### src/rtl/dac_share_arb.sv
// dac_share_arb
//   Round-robin scheduler sharing one threshold DAC between N_CH channel
//   measurement controllers. Keeps the latest threshold posted by each channel,
//   issues one DAC write at a time and waits for its completion. It then reports
//   a per-channel ready that means "the last written value is at the DAC".
//
// Ports
//   clk_i       clock, rising edge
//   arst_ni     asynchronous active-low reset
//   req_wre_i   per-channel single-cycle write strobe
//   req_data_i  per-channel threshold, channel k at [k*DW +: DW]
//   req_rdy_o   per-channel: last written value applied at the DAC
//   dac_data_o  value for the DAC write
//   dac_ch_o    channel being serviced
//   dac_wre_o   one-cycle DAC write strobe
//   dac_done_i  one-cycle DAC completion pulse (ignored outside WAIT)
//   busy_o      write in flight
//   timeout_o   sticky abort flag, cleared by clr_i
//   clr_i       clears timeout_o
module dac_share_arb #(
  parameter int unsigned N_CH    = 4,
  parameter int unsigned DW      = 16,
  parameter int unsigned TIMEOUT = 1023
) (
  input  logic                     clk_i,
  input  logic                     arst_ni,
  input  logic [N_CH-1:0]          req_wre_i,
  input  logic [N_CH*DW-1:0]       req_data_i,
  output logic [N_CH-1:0]          req_rdy_o,
  output logic [DW-1:0]            dac_data_o,
  output logic [$clog2(N_CH)-1:0]  dac_ch_o,
  output logic                     dac_wre_o,
  input  logic                     dac_done_i,
  output logic                     busy_o,
  output logic                     timeout_o,
  input  logic                     clr_i
);

  localparam int unsigned CW = $clog2(N_CH);
  localparam int unsigned TW = $clog2(TIMEOUT + 1);

  typedef enum logic {
    S_IDLE,
    S_WAIT
  } state_t;

  state_t            state_q, state_d;
  logic [N_CH-1:0]   pending_q;
  logic [DW-1:0]     data_q [N_CH];
  logic [CW-1:0]     last_grant_q;
  logic [TW-1:0]     cnt_q;

  logic              grant_valid;
  logic [CW-1:0]     grant_idx;
  logic              grant_fire;
  logic              done_fire;
  logic              abort_fire;

  // Search starts just after the last grant and wraps, so each pending
  // channel is reached within N_CH grants.
  always_comb begin
    int unsigned cand;
    cand        = 0;
    grant_valid = 1'b0;
    grant_idx   = '0;
    for (int unsigned i = 1; i <= N_CH; i++) begin
      cand = 32'(last_grant_q) + i;
      if (cand >= N_CH) cand = cand - N_CH;
      if (!grant_valid && pending_q[cand[CW-1:0]]) begin
        grant_valid = 1'b1;
        grant_idx   = cand[CW-1:0];
      end
    end
  end

  assign grant_fire = (state_q == S_IDLE) && grant_valid;
  assign done_fire  = (state_q == S_WAIT) && dac_done_i;
  // A done on the abort edge still counts as a completion.
  assign abort_fire = (state_q == S_WAIT) && !dac_done_i && (cnt_q == TW'(TIMEOUT));

  // State register
  always_ff @(posedge clk_i or negedge arst_ni) begin
    if (!arst_ni) state_q <= S_IDLE;
    else          state_q <= state_d;
  end

  // Next-state logic
  always_comb begin
    state_d = state_q;
    unique case (state_q)
      S_IDLE: if (grant_valid)             state_d = S_WAIT;
      S_WAIT: if (done_fire || abort_fire) state_d = S_IDLE;
      default:                             state_d = S_IDLE;
    endcase
  end

  // Output logic
  always_comb begin
    busy_o = (state_q == S_WAIT);
  end

  // Latest posted value per channel; no reset needed, pending gates its use.
  always_ff @(posedge clk_i) begin
    for (int unsigned k = 0; k < N_CH; k++) begin
      if (req_wre_i[k]) data_q[k] <= req_data_i[k*DW +: DW];
    end
  end

  always_ff @(posedge clk_i or negedge arst_ni) begin
    if (!arst_ni) begin
      pending_q    <= '0;
      req_rdy_o    <= '0;
      dac_data_o   <= '0;
      dac_ch_o     <= '0;
      dac_wre_o    <= 1'b0;
      timeout_o    <= 1'b0;
      last_grant_q <= CW'(N_CH - 1);
      cnt_q        <= '0;
    end else begin
      dac_wre_o <= 1'b0;

      if (grant_fire) begin
        dac_data_o   <= data_q[grant_idx];
        dac_ch_o     <= grant_idx;
        dac_wre_o    <= 1'b1;
        last_grant_q <= grant_idx;
        cnt_q        <= '0;
      end else if ((state_q == S_WAIT) && (cnt_q != TW'(TIMEOUT))) begin
        cnt_q <= cnt_q + TW'(1);
      end

      // A new write on a channel overrides grant/done/abort effects on it.
      for (int unsigned k = 0; k < N_CH; k++) begin
        if (req_wre_i[k]) begin
          pending_q[k] <= 1'b1;
          req_rdy_o[k] <= 1'b0;
        end else begin
          if (grant_fire && (grant_idx == CW'(k))) pending_q[k] <= 1'b0;
          if (abort_fire && (dac_ch_o == CW'(k)))  pending_q[k] <= 1'b1;
          if (done_fire && (dac_ch_o == CW'(k)) && !pending_q[k])
            req_rdy_o[k] <= 1'b1;
        end
      end

      if (abort_fire)  timeout_o <= 1'b1;
      else if (clr_i)  timeout_o <= 1'b0;
    end
  end

endmodule

### config.mk
export PLATFORM = sky130hd
export DESIGN_NAME = dac_share_arb
export DESIGN_NICKNAME = d
export VERILOG_FILES = /design/src/rtl/dac_share_arb.sv
export SDC_FILE = /design/constraint.sdc
export NUM_CORES = 1
export LEC_CHECK = 0
export ABC_AREA = 1
export CAP_MARGIN = 20
export CELL_PAD_IN_SITES_DETAIL_PLACEMENT = 1
export CELL_PAD_IN_SITES_GLOBAL_PLACEMENT = 2
export CORE_MARGIN = 2
export CORE_UTILIZATION = 34
export DETAILED_ROUTE_END_ITERATION = 16
export PLACE_DENSITY_LB_ADDON = 0.1
export SLEW_MARGIN = 20
export SYNTH_ARGS = -nofsm -noshare
export SYNTH_HDL_FRONTEND = slang
export SYNTH_SLANG_ARGS = --single-unit
### constraint.sdc
create_clock -name clk_i -period 3.4 [get_ports clk_i]
set_clock_uncertainty 0.15 [all_clocks]
set_input_delay 0.85 -clock clk_i [delete_from_list [all_inputs] [get_ports clk_i]]
set_output_delay 0.85 -clock clk_i [all_outputs]
set_load 0.1 [all_outputs]
* After elaboration in Yosys (flattened, before gate mapping)
Memory sizes are Yosys's and may differ from the RTL's. A register that Yosys moved wholly into a read port is not among the register bits.
Index checks and enable logic that the tools add are counted.
** Cells by class
- Eq/ne operators :: 8
- Multiplexer cells :: 56
- Magnitude comparators :: 8
- Add/subtract/negate cells :: 9
- Reductions and logical operators :: 46
- Bitwise logic cells :: 1
** Operator list (count)
- two-way mux 1 bit :: 41
- logical AND 1 bit :: 24
- two-way mux 10 bit :: 2
- two-way mux 2 bit :: 8
- < comparator 2 x 3 -> 1 bit (second input constant) :: 4
- nonzero test 2 bit :: 6
- nonzero test 3 bit :: 4
- adder 10 x 1 -> 10 bit (second input constant) :: 1
- == test 10 bit (second input constant) :: 1
- != test 10 bit (second input constant) :: 1
- >= comparator 3 bit (second input constant) :: 3
- logical NOT 1 bit :: 9
- binary-select mux 1 bit (select 2 bit) :: 4
- == test 2 bit (second input constant) :: 4
- subtractor 2 x 1 -> 2 bit (second input constant) :: 4
- adder 2 x 2 -> 3 bit (second input constant) :: 2
- adder 2 x 3 -> 4 bit (second input constant) :: 1
- == test 2 x 1 -> 1 bit (second input constant) :: 2
- >= comparator 4 x 3 -> 1 bit (second input constant) :: 1
- logical NOT 2 bit :: 2
- adder 2 x 1 -> 3 bit (second input constant) :: 1
- one-hot mux 1 bit (2 select lines) :: 1
- logical OR 1 bit :: 1
- inverter 1 bit :: 1
** Word-level totals
- Input bits :: 72
- Output and inout port bits :: 25
- Memories kept :: 1
- Bits in writable memories :: 64
- Word-level logic and storage cells :: 143
- Register bits after elaboration :: 25
** Memory list
- data_q :: words 4, width 16, rd ports 1, clocked after Yosys merged registers in 1, wr ports 4, line 49 : logic [DW-1:0] data_q [N_CH];

* Logic depth before layout (Yosys ltp)
Gate-level depths: netlist of the first run.
- Depth after elaboration :: 20
- Gate-level depth with buffers :: 17
- Depth with buffers taken out :: 15

* Least setup slack after synthesis of the first run
Ideal clock, no wire load.
- Path kind :: register -> register
- From :: register last_grant_q[0]
- To :: register dac_data_o[15] (read register of data_q)
- Period minus slack after synthesis :: 2.009 ns
- Path slack :: 1.391 ns
- Stages on the path, launching flop included :: 18
- Arrival time :: 1.739 ns
- Cell sequence :: dfstp_2 -> buf_4 -> inv_4 -> nand2_1 -> nand2_2 -> nand2_1 -> nand2_1 -> nand2_1 -> nand2_1 -> nand2_2 -> nand3_4 -> buf_6 -> nand2_1 -> nand2_1 -> nand2_1 -> nand2_1 -> nand2_1 -> nand2_1
** On the way
- Cells in the longest elaborated chain, start to end :: 16
- Elaborated cells on any way between the ends :: 39
- Classes of those cells :: add/sub (8); order compare (4); mux (20); reduce/logical (7)
** RTL lines
- start, declared :: line 50 : logic [CW-1:0] last_grant_q;
- start signal, assigned :: line 117 : last_grant_q <= CW'(N_CH - 1);
- start signal, assigned :: line 126 : last_grant_q <= grant_idx;
- adder 2 x 1 -> 3 bit :: line 67 : cand = 32'(last_grant_q) + i;
- >= comparator 3 bit / subtractor 2 x 1 -> 2 bit (equally long branches) :: line 68 : if (cand >= N_CH) cand = cand - N_CH;
- two-way mux 2 bit :: line 68
- binary-select mux 1 bit (select 2 bit) :: line 69 : if (!grant_valid && pending_q[cand[CW-1:0]]) begin
- two-way mux 1 bit (not written as such) :: line 69
- two-way mux 1 bit :: line 69
- logical NOT 1 bit :: line 69
- logical AND 1 bit :: line 69
- two-way mux 1 bit :: line 69
- logical NOT 1 bit :: line 69
- logical AND 1 bit :: line 69
- two-way mux 1 bit :: line 69
- logical NOT 1 bit :: line 69
- logical AND 1 bit :: line 69
- two-way mux 1 bit :: line 69
- logical AND 1 bit :: line 76 : assign grant_fire = (state_q == S_IDLE) && grant_valid;
- end, declared :: line 30 : output logic [DW-1:0] dac_data_o,
Several ways; a longest one is shown, not always the timed one. The select of a mux whose other input is x is not followed.
A chain may end at the register's enable or synchronous reset.

* Worst setup path in the final report of the first run
- From :: register last_grant_q[0]
- To :: register pending_q[2]
** On the way
- Cells in the longest elaborated chain, start to end :: 18
- Elaborated cells on any way between the ends :: 42
- Classes of those cells :: add/sub (8); order compare (4); eq/ne (1); mux (20); reduce/logical (9)
** RTL lines
- adder 2 x 1 -> 3 bit :: line 67
- >= comparator 3 bit / subtractor 2 x 1 -> 2 bit (equally long branches) :: line 68
- two-way mux 2 bit :: line 68
- binary-select mux 1 bit (select 2 bit) :: line 69
- two-way mux 1 bit (not written as such) :: line 69
- two-way mux 1 bit :: line 69
- logical NOT 1 bit :: line 69
- logical AND 1 bit :: line 69
- [2 not listed]
- logical AND 1 bit :: line 69
- two-way mux 1 bit :: line 69
- logical NOT 1 bit :: line 69
- logical AND 1 bit :: line 69
- two-way mux 2 bit / two-way mux 1 bit (equally long branches) :: line 69
- == test 2 bit / logical AND 1 bit (equally long branches) :: line 138, 76
- logical AND 1 bit * :: line 138 : if (grant_fire && (grant_idx == CW'(k))) pending_q[k] <= 1'b0;
- nonzero test 3 bit (no line) *
- end signal, assigned by index :: line 135 : pending_q[k] <= 1'b1;
- end signal, assigned by index :: line 138
- end signal, assigned by index :: line 139 : if (abort_fire && (dac_ch_o == CW'(k))) pending_q[k] <= 1'b1;
- end, declared :: line 48 : logic [N_CH-1:0] pending_q;
Mark *: on every way between the ends. The rest lies on a longest branch, timed or not. The select of a mux whose other input is x is not followed.

==> run_results.csv, run 1 <==
group,metric,value,unit
status,status,"complete, no violations",
timing,setup_tns,0,ns
place,gp_congestion,0.788,
synth,synth_top_area_share,41.7,%
synth,syn_area,4610,um^2
floorplanning,die_w,120,um
routing,first_iter_violations,199,
timing,rsz0062_at_grt,"false",
clock_network,cts.sinks,105,
global_route,grt-ovfl-total,0,
critical_path,critical_path_class,"reg2reg",
place,dpl_cell_area,5650,um^2
critical_path,worstPathArrival,2.72,ns
worst_hold_path,hp-start,"dac_data_o[13]$_DFFE_PN0N_",
clock_network,clock_latency,0.35,ns
place,place.port_buffers,96,
clock_network,htree_levels,3,
layout,fin_nets,643,
clock_network,cts_resized,0,
clock_network,cts_tree,"yes",
layout,final_cell_area,5920,um^2
synth,synth_edf_count,64,
clock_network,post_cts_buffers,0,
critical_path,crit_fanout,33,
layout,instances_no_fill,752,
global_route,grt_max_degree,42,
routing,drt-vias-per-instance,4.86,
timing,slew_violations,0,
timing,relSlewSlack,29.2,%
clock_network,clk_path_buf_depth,2,
worst_hold_path,holdCritPathClass,"reg2reg",
critical_path,crit_start,"last_grant_q[0]$_DFFE_PN1N_",
clock_network,clockRootBuffer,"clkbuf_16",
floorplanning,die_h,120,um
global_route,first_global_vias,3951,
floorplanning,row_count,42,
floorplanning,initial_core_util,34.8,%
global_route,grt_pass1_wl,20700,um
clock_network,clk_pin_slew_worst_paths,0.07,ns
place,placedCellCount,735,
place,hpwlAfterDp,9080,um
layout,synthToLayoutAreaGrowth,28.4,%
synth,synth_seq_cells,105,
synth,async_reset_ff_share,39.0,%
critical_path,endpoint_kind,"flop",
timing,worst_pin_slew,1.06,ns
place,dp_slack,0.764,ns
synth,syn_inst,476,
timing,finalCritPeriodShare,77.5,%
global_route,grt_util_all_layers,18.7,%
critical_path,required,3.48,ns
timing,hold_viol,0,
synth,yosys_warnings,0,
clock_network,hold_buffers,0,
routing,routed_wl,12700,um
synth,synthTopCellsByArea,"edfxtp_1 42%, dfrtp_1 21%, nand2_1 18%",
global_route,grt_antenna_before_repair,1,
critical_path,startpoint_type,"flop",
floorplanning,dieArea,14500,um^2
synth,seq_area_frac_synth,64.0,%
routing,post_drt_wl_per_cell,16.9,um
critical_path,rr_startpoint,"last_grant_q[0]$_DFFE_PN1N_",
routing,drc,0,
timing,fin_crit,2.63,ns
routing,drtAntennaViolNets,0,
synth,avgSynthCellArea,9.69,um^2
synth,synth_cell_types,26,
routing,drt_first_pass_iters,4,
routing,vias,3656,
clock_network,cts_inserted_buffers,9,
job,drv_cap,0,
floorplanning,core_area,13200,um^2
timing,postLayoutSetupSlackWorst,0.765,ns
layout,drive_above_1_share,11.0,%
synth,synth_top_area_cell,"edfxtp_1",
synth,synth_fp_nets,549,
timing,fmax,380,MHz
synth,synthFlopType,"edfxtp_1",
floorplanning,io_pins,97,
timing,setup_viol,0,
## placed cells by master (no fill, tap or decap), types with 3 or more instances in the layout
cell type / Yosys / routed
nand2_1: 217 / 217
nand2_2: 5 / 5
nor2_1: 16 / 16
o21ai_0: 7 / 7
nand3_1: 10 / 10
o21ai_1: 5 / 5
nand4_1: 32 / 32
nor3_1: 6 / 6
clkdlybuf4s50_1: 0 / 70
inv_1: 22 / 22
clkbuf_16: 0 / 9
inv_2: 5 / 5
a21oi_1: 12 / 12
buf_4: 1 / 32
dfrtp_1: 39 / 39
edfxtp_1: 64 / 64
a31oi_1: 5 / 5
clkbuf_1: 0 / 3
## cells by family (layout without fill, tap and decap cells)
family | Yosys count | count (layout) | synth area share, %
adder cells (fa/ha/maj) | 1 | 1 | 0.271
flip-flops | 105 | 105 | 64.0
buffers and inverters | 49 | 148 | 5.18
AND/OR/NAND/NOR | 290 | 290 | 26.9
other | 0 | 1 | 0
AO/OA/AOI/OAI | 31 | 31 | 3.61
## final timing paths
kind | end | slack, ns | cells after the start
setup / recovery | pending_q[2]$_DFFE_PN0P_ | 0.77 | 12
hold / removal | dac_data_o[13]$_DFFE_PN0N_ | 0.34 | 2
setup reg to reg | pending_q[2]$_DFFE_PN0P_ | 0.77 | 12
hold reg to reg | dac_data_o[13]$_DFFE_PN0N_ | 0.34 | 2
max in group asynchronous | req_rdy_o[3]$_DFFE_PN0P_ | 2.02 | 1
min in group asynchronous | dac_data_o[2]$_DFFE_PN0N_ | 0.49 | 1
## metal layers
metal  part of all wire [%]  vias to the layer above  GRT usage, %
met2                     50                       81          32.4
met4                    1.3                        0          5.89
met5                      0                        -             0
met1                     45                     1792          23.1
met3                    4.5                       12          4.43
li1                       -                     1771             -
## area by class of cell
type	count	area, um^2
Antenna cell	1	2.50
Clock buffer	13	250
Clock inverter	3	18.8
Fill cell	1566	7320
Inverter	29	111
Multi-Input combinational cell	322	1420
Sequential cell	105	2950
Tap cell	176	220
Timing Repair Buffer	103	946
## synth_stat cells, types with 6 or more instances
library cell  count
inv_1            22
buf_2            15
edfxtp_1         64
nor3_1            6
nor2_1           16
dfrtp_1          39
o21ai_0           7
nand2_1         217
nand4_1          32
nand3_1          10
a21oi_1          12
## flip-flops by register name (all words and copies together), names as in the netlist
name,count
data_q,64
dac_data_o,16
cnt_q,10
pending_q,4
req_rdy_o,4
dac_ch_o,2
last_grant_q,2
busy_o,1
dac_wre_o,1
timeout_o,1
## worst max-delay path: stages (launching register included)
cell,delay [ns]
dfstp_2,0.64
nand2_1,0.08
nand2_1,0.11
nand2_1,0.06
nand2_1,0.11
inv_2,0.07
nand3_4,0.08
buf_4,0.37
nand2_2,0.19
inv_2,0.39
nand3_1,0.14
nand2_1,0.08
nand2_1,0.05
## metrics by stage
stage	hold slack [ns]	utilization, %
finish	0.344	44.7
global route	0.370	44.7
CTS	0.349	44.7
detailed placement	0.329	42.7
global placement	0.320	42.7
floorplan	0.313	-
Power of run 1 is not shown: default switching activity piles up to over one toggle a cycle in this logic, so the estimate is an artifact.
==> inputs of run 2 (changes only) <==
--- a/config.mk
+++ b/config.mk
@@ -10,7 +10,7 @@
 export CELL_PAD_IN_SITES_DETAIL_PLACEMENT = 1
 export CELL_PAD_IN_SITES_GLOBAL_PLACEMENT = 2
 export CORE_MARGIN = 2
-export CORE_UTILIZATION = 34
+export CORE_UTILIZATION = 28
 export DETAILED_ROUTE_END_ITERATION = 16
 export PLACE_DENSITY_LB_ADDON = 0.1
 export SLEW_MARGIN = 20
==> constraint.sdc (replaced) <==
create_clock -name clk_i -period 2.3 [get_ports clk_i]
set_clock_uncertainty 0.15 [all_clocks]
set_input_delay 0.575 -clock clk_i [delete_from_list [all_inputs] [get_ports clk_i]]
set_output_delay 0.575 -clock clk_i [all_outputs]
set_load 0.1 [all_outputs]
==> run 2 against run 1 <==
  * First-iteration DRC count down 25%
  * Final area grew 7.0%
  * Hold slack lost 0.31 ns
  * Routed wire length rose by 9.8%
  * Sequential cell count did not move
  * Sequential share of layout area down 3.2 points
  * Cell count up 7.6%
  * Utilization decreased by 5.1 points
  * Register-to-register slack got worse by 0.68 ns
  * Via count increased by 1.8%
==> run_results.csv, run 2 (synthesis results as in run 1) <==
group,metric,value,unit
timing,setup_tns,0,ns
layout,largestRegisters,"data_q: 64 flops, dac_data_o: 16 flops, cnt_q: 10 flops",
timing,relSlewSlack,64.4,%
critical_path,critical_path.cell_chain,"inv_6 > nand2_1 > nand2_2 > nand2_1 > nand2_2 > nand2_2 > nand3_4 > buf_12 > clkbuf_16 > nand4_1 > nand2_1 > nand2_1 > nand2_1 > nand2_1 > nand2_1",
place,gp_congestion,0.827,
routing,drtAntennaViolNets,0,
job,drv_cap,0,
floorplanning,core_area,16000,um^2
place,place.port_buffers,96,
clock_network,clk_pin_slew_worst_paths,0.07,ns
floorplanning,io_pins,97,
layout,fin_nets,661,
global_route,grt_util_all_layers,16.6,%
clock_network,hold_buffers,0,
layout,synthToLayoutAreaGrowth,37.4,%
global_route,grt_pass1_wl,22200,um
floorplanning,die_w,132,um
power,p_leak,2.83,nW
layout,final_common_cell,"nand2_1",
timing,rsz0062_at_grt,"true",
routing,first_iter_violations,149,
critical_path,endpoint_kind,"flop",
critical_path,critical_path_buf_inv_count,3,
critical_path,crit_fanout,16,
floorplanning,initial_core_util,28.8,%
layout,nFillCells,1866,
critical_path,crit_slowest_cell,"dfstp_2",
global_route,grt-ovfl-total,0,
layout,n_antenna_cell,0,
routing,post_drt_wl_per_cell,17.3,um
layout,drive_above_1_share,15.2,%
timing,fmax,450,MHz
layout,instances_no_fill,809,
routing,routed_wl,14000,um
critical_path,worstPathArrival,2.33,ns
timing,hold_viol,0,
worst_hold_path,holdCritPathClass,"in2async",
place,hpwlAfterDp,9740,um
timing,slew_violations,0,
clock_network,clk_path_buf_depth,2,
global_route,first_global_vias,4041,
critical_path,slowest_delay,0.63,ns
power,p_total,0.0107,W
clock_network,cts_inserted_buffers,9,
floorplanning,row_count,46,
clock_network,cts.sinks,105,
status,status,"complete, no violations",
layout,top_register,"data_q",
global_route,grt_antenna_before_repair,0,
clock_network,cts_tree,"yes",
floorplanning,die_h,132,um
place,dpl_cell_area,5910,um^2
clock_network,htree_levels,3,
timing,worst_pin_slew,0.534,ns
critical_path,critical_path.top_delay_family,"simple AND/OR/NAND/NOR gates",
timing,fin_crit,2.22,ns
timing,setup_viol,0,
critical_path,critical_path_class,"reg2reg",
floorplanning,dieArea,17500,um^2
clock_network,clockRootBuffer,"clkbuf_16",
layout,largest_reg_flops,64,
global_route,grt_max_degree,33,
layout,mostFrequentLayoutCells,"211 x nand2_1, 70 x clkdlybuf4s50_1, 64 x edfxtp_1",
layout,final_cell_area,6330,um^2
timing,finalCritPeriodShare,96.5,%
routing,vias,3721,
power,max-vdd-ir-drop,808,uV
place,placedCellCount,788,
power,power_density,1690,nW/um^2
critical_path,required,2.41,ns
critical_path,path_common_cell,"nand2_1",
critical_path,startpoint_type,"flop",
routing,drt_first_pass_iters,4,
routing,drc,0,
routing,drt-vias-per-instance,4.60,
clock_network,clock_latency,0.36,ns
run 2: repair_timing:
| item | in CTS | in global routing |
|---|---|---|
| setup buffers | 0 | 4 |
| gates resized for setup | 0 | 18 |
| endpoints found under the setup margin | 0 | 24 |
| endpoints found under the hold margin | 0 | 0 |
run 2: final cells by class:
| class | count | area (um^2) | share of cell area [%] |
|---|---|---|---|
| Timing Repair Buffer | 121 | 1250 | 19.8 |
| Tap cell | 216 | 270 | 4.27 |
| Multi-Input combinational cell | 322 | 1450 | 22.9 |
| Inverter | 29 | 116 | 1.84 |
| Clock buffer | 9 | 225 | 3.56 |
| Sequential cell | 105 | 2950 | 46.6 |
| Clock inverter | 7 | 71.3 | 1.13 |
run 2: per-layer routing:
metal	global-route usage, %	wire length (um)	up-vias	share of wire [%]
li1	-	-	1811	-
met1	21.7	6460	1818	46
met2	27.4	6770	78	48
met3	3.96	564	14	4.0
met4	4.66	193	0	1.4
met5	0	0	-	0
run 2: worst paths after layout:
check                                             from                    endpoint  slack, ns  cells past startpoint
max                        last_grant_q[0]$_DFFE_PN1N_  dac_data_o[11]$_DFFE_PN0N_       0.08                     15
min                                            arst_ni    req_rdy_o[2]$_DFFE_PN0P_       0.04                      1
max reg2reg                last_grant_q[0]$_DFFE_PN1N_  dac_data_o[11]$_DFFE_PN0N_       0.08                     15
min reg2reg                  dac_data_o[9]$_DFFE_PN0N_   dac_data_o[9]$_DFFE_PN0N_       0.33                      2
max in group asynchronous                      arst_ni        cnt_q[4]$_DFFE_PN0P_       1.44                      2
min in group clk_i           dac_data_o[9]$_DFFE_PN0N_   dac_data_o[9]$_DFFE_PN0N_       0.33                      2
run 2: where the power goes:
group          switching, W  internal (W)  leakage (nW)
registers          0.000248       0.00239          1.14
logic               0.00439       0.00214          1.54
clock network      0.000786      0.000770         0.146
total               0.00543       0.00529          2.83
run 2: per-stage QoR:
| stage | utilization (%) | hold WS, ns | setup slack, ns |
|---|---|---|---|
| 2_1_floorplan | - | 0.129 | 0.291 |
| 3_3_place_gp | 36.9 | 0.317 | 0.0827 |
| 3_5_place_dp | 36.9 | 0.317 | 0.0233 |
| 4_1_cts | 38.8 | 0.0442 | 0.0121 |
| 5_1_grt | 39.6 | 0.0635 | -0.0971 |
| 6_report | 39.6 | 0.0365 | 0.0802 |
(Power assumes the default switching activity.)
==> RTL change, RTL diff (settings of run 2) <==
The parameter `N_CH` goes from 4 to 8.
--- a/src/rtl/dac_share_arb.sv
+++ b/src/rtl/dac_share_arb.sv
@@ -20,3 +20,3 @@
 module dac_share_arb #(
-  parameter int unsigned N_CH    = 4,
+  parameter int unsigned N_CH    = 8,
   parameter int unsigned DW      = 16,
Interface: changed (resized dac_ch_o, req_data_i, req_rdy_o and req_wre_i); port bits go from 97 to 170. No check against the original RTL was run, so the function may have changed too.
==> RTL change against run 2 <==
- the run now ends with setup timing left
- sequential share of layout area down 7.2 points
- global-route usage is 2.7 points higher
- count of clock-buffer cells in the layout increased by 8
- routed wire length rose by 110%
- worst setup slack lost 0.81 ns
- cell area is 110% higher
- sequential cell count grew 74
- area after synthesis increased by 79%
- synthesized cell count is 77% higher
- critical path type unchanged
- largest cell class unchanged
Power is not shown: default switching activity piles up to over one toggle a cycle in this logic, so the estimate is an artifact.
==> RTL change: results (changes against run 2) <==
[outcome]
status=finished, violations left
failed_checks=setup timing

[yosys]
synth_commonest_cells=352 x nand2_1, 128 x edfxtp_1, 111 x nand3_1, 48 x dfrtp_1, 36 x nor2_1
synthTopCellsByArea=edfxtp_1 47%, nand2_1 16%, dfrtp_1 15%
synth-compound-area-share=0.0366  ; +0.000534
yosys.area_share.adder=0.00456  ; +0.00185
synth_edf_count=128  ; +100%
yosysUniqueCellTypes=44  ; +69%
synth_top_area_frac=0.467  ; +0.0500
synth_xor_area_frac=0.0105  ; +0.0105
ys_seq_area_frac=0.622  ; -0.0176
synth_ff_type=edfxtp_1
async_reset_ff_frac=0.285  ; -0.106
syn-num-nets=985  ; +79%

[route]
wl_mm=29.6  ; +110%
met2_length_mm=15.5  ; +130%
vias=6947  ; +87%
routed.top_layer=met4
dr.first_iter.drc_count=290  ; +95%
wl_met3_mm=1.19  ; +110%
first_pass_iters=4  ; unchanged
m1WireLength_mm=12.2  ; +89%

[cts]
cts-root-buf=clkbuf_16
cts_buffers=17  ; +8
path_clk_slew_ns=0.07  ; about the same
htree_levels=4  ; +1
clk_path_buf_depth=2  ; unchanged
clk_latency_ns=0.44  ; +0.08 ns

[global_routing]
grt_pass1_wl_mm=44.3  ; +100%
gr-usage-all-layers=0.193  ; +0.0275
grt_max_degree=52  ; +58%
grt_pass1_vias=7575  ; +87%
antenna_found_initial=0  ; unchanged

[worst_setup_path]
max_stage_delay_ns=0.59  ; -0.04 ns
ff2ff_path_depth=20  ; +5
r2r-start=last_grant_q[0]$_DFFE_PN1P_
crit_fanout=6  ; -10
crit_end=dac_data_o[0]$_DFFE_PN0P_

[min_path]
hold_class=reg -> reg

[timing]
tightest_slew_ns=0.366  ; -0.168 ns
setup_violations=42  ; +42
setup_slack_ns=-0.726  ; -0.806 ns

[place]
place_worst_setup_slack_ns=-0.776  ; -0.799 ns
post-dp-hpwl_mm=20.8  ; +110%
globalplace.congestion=0.812  ; -1.8%
io_buffers=169  ; +76%

[cells_and_area]
nNetsFinal=1262  ; +91%
fillers=3157  ; +69%
top_regs=data_q: 128 flops, dac_data_o: 16 flops, cnt_q: 10 flops
drive_gt1_frac=0.299  ; +0.148

## RTL change: cell count changes after synthesis, moves of 9 or more
cell,delta
nand2_1,+135
buf_4,+10
dfrtp_1,+9
nand3_1,+101
nand4_1,-30
nor2_1,+20
edfxtp_1,+64
## RTL change: kinds of logic after synthesis
family                   count (synthesis)
AND/OR/NAND/NOR                        533
adder cells (fa/ha/maj)                  3
AO/OA/AOI/OAI                           48
flip-flops                             179
XOR/XNOR                                 6
buffers and inverters                   73
## RTL change: metal layers
layer  vias to the layer above  global-route usage
met1                      3376               0.232
met2                       163               0.349
met5                         -                   0
met4                         0              0.0585
met3                        34              0.0374
li1                       3374                   -
## RTL change: final cells by class
class                           instances  area (sq um)  share of cell area
Tap cell                              384           480              0.0369
Clock buffer                           17           425              0.0327
Inverter                               37           164              0.0126
Sequential cell                       179          5120               0.394
Multi-Input combinational cell        590          3380               0.260
Clock inverter                         15           165              0.0127
Timing Repair Buffer                  294          3280               0.252
## RTL change: repair_timing
action                                  CTS  global route
endpoints found under the hold margin    48             0
gates cloned                              4             8
pin swaps                                12            16
hold buffers                              1             0
gates resized for setup                  84            64
endpoints found under the setup margin   42            42
buffers inserted                         18            12
## RTL change: how the worst min path moves through the flow
stage,startpoint,endpoint,slack [ns],cells after the start
6_report,req_rdy_o[4]$_DFFE_PN0P_,req_rdy_o[4]$_DFFE_PN0P_,0.36,2
4_1_cts,dac_data_o[13]$_DFFE_PN0P_,dac_data_o[13]$_DFFE_PN0P_,0.36,2
2_1_floorplan,arst_ni,busy_o$_DFF_PN0_,0.13,0
3_5_place_dp,dac_data_o[13]$_DFFE_PN0P_,dac_data_o[13]$_DFFE_PN0P_,0.34,2
5_1_grt,req_rdy_o[4]$_DFFE_PN0P_,req_rdy_o[4]$_DFFE_PN0P_,0.39,2
3_3_place_gp,dac_data_o[6]$_DFFE_PN0P_,dac_data_o[6]$_DFFE_PN0P_,0.33,2
## RTL change: through the flow
step | setup TNS, ns | area [sq um] | cells
3_3_place_gp | -25.22 | 11300 | 1442
6_report | -23.82 | 13000 | 1516
2_1_floorplan | -12.59 | 8530 | 842
4_1_cts | -23.96 | 12500 | 1496
3_5_place_dp | -26.46 | 11300 | 1442
5_1_grt | -30.32 | 13000 | 1516
## RTL change: worst min-delay path, cell delays in order, from the launching register on
cell	delay, ns
dfrtp_1	0.35
a21oi_1	0.05
nor2_1	0.07
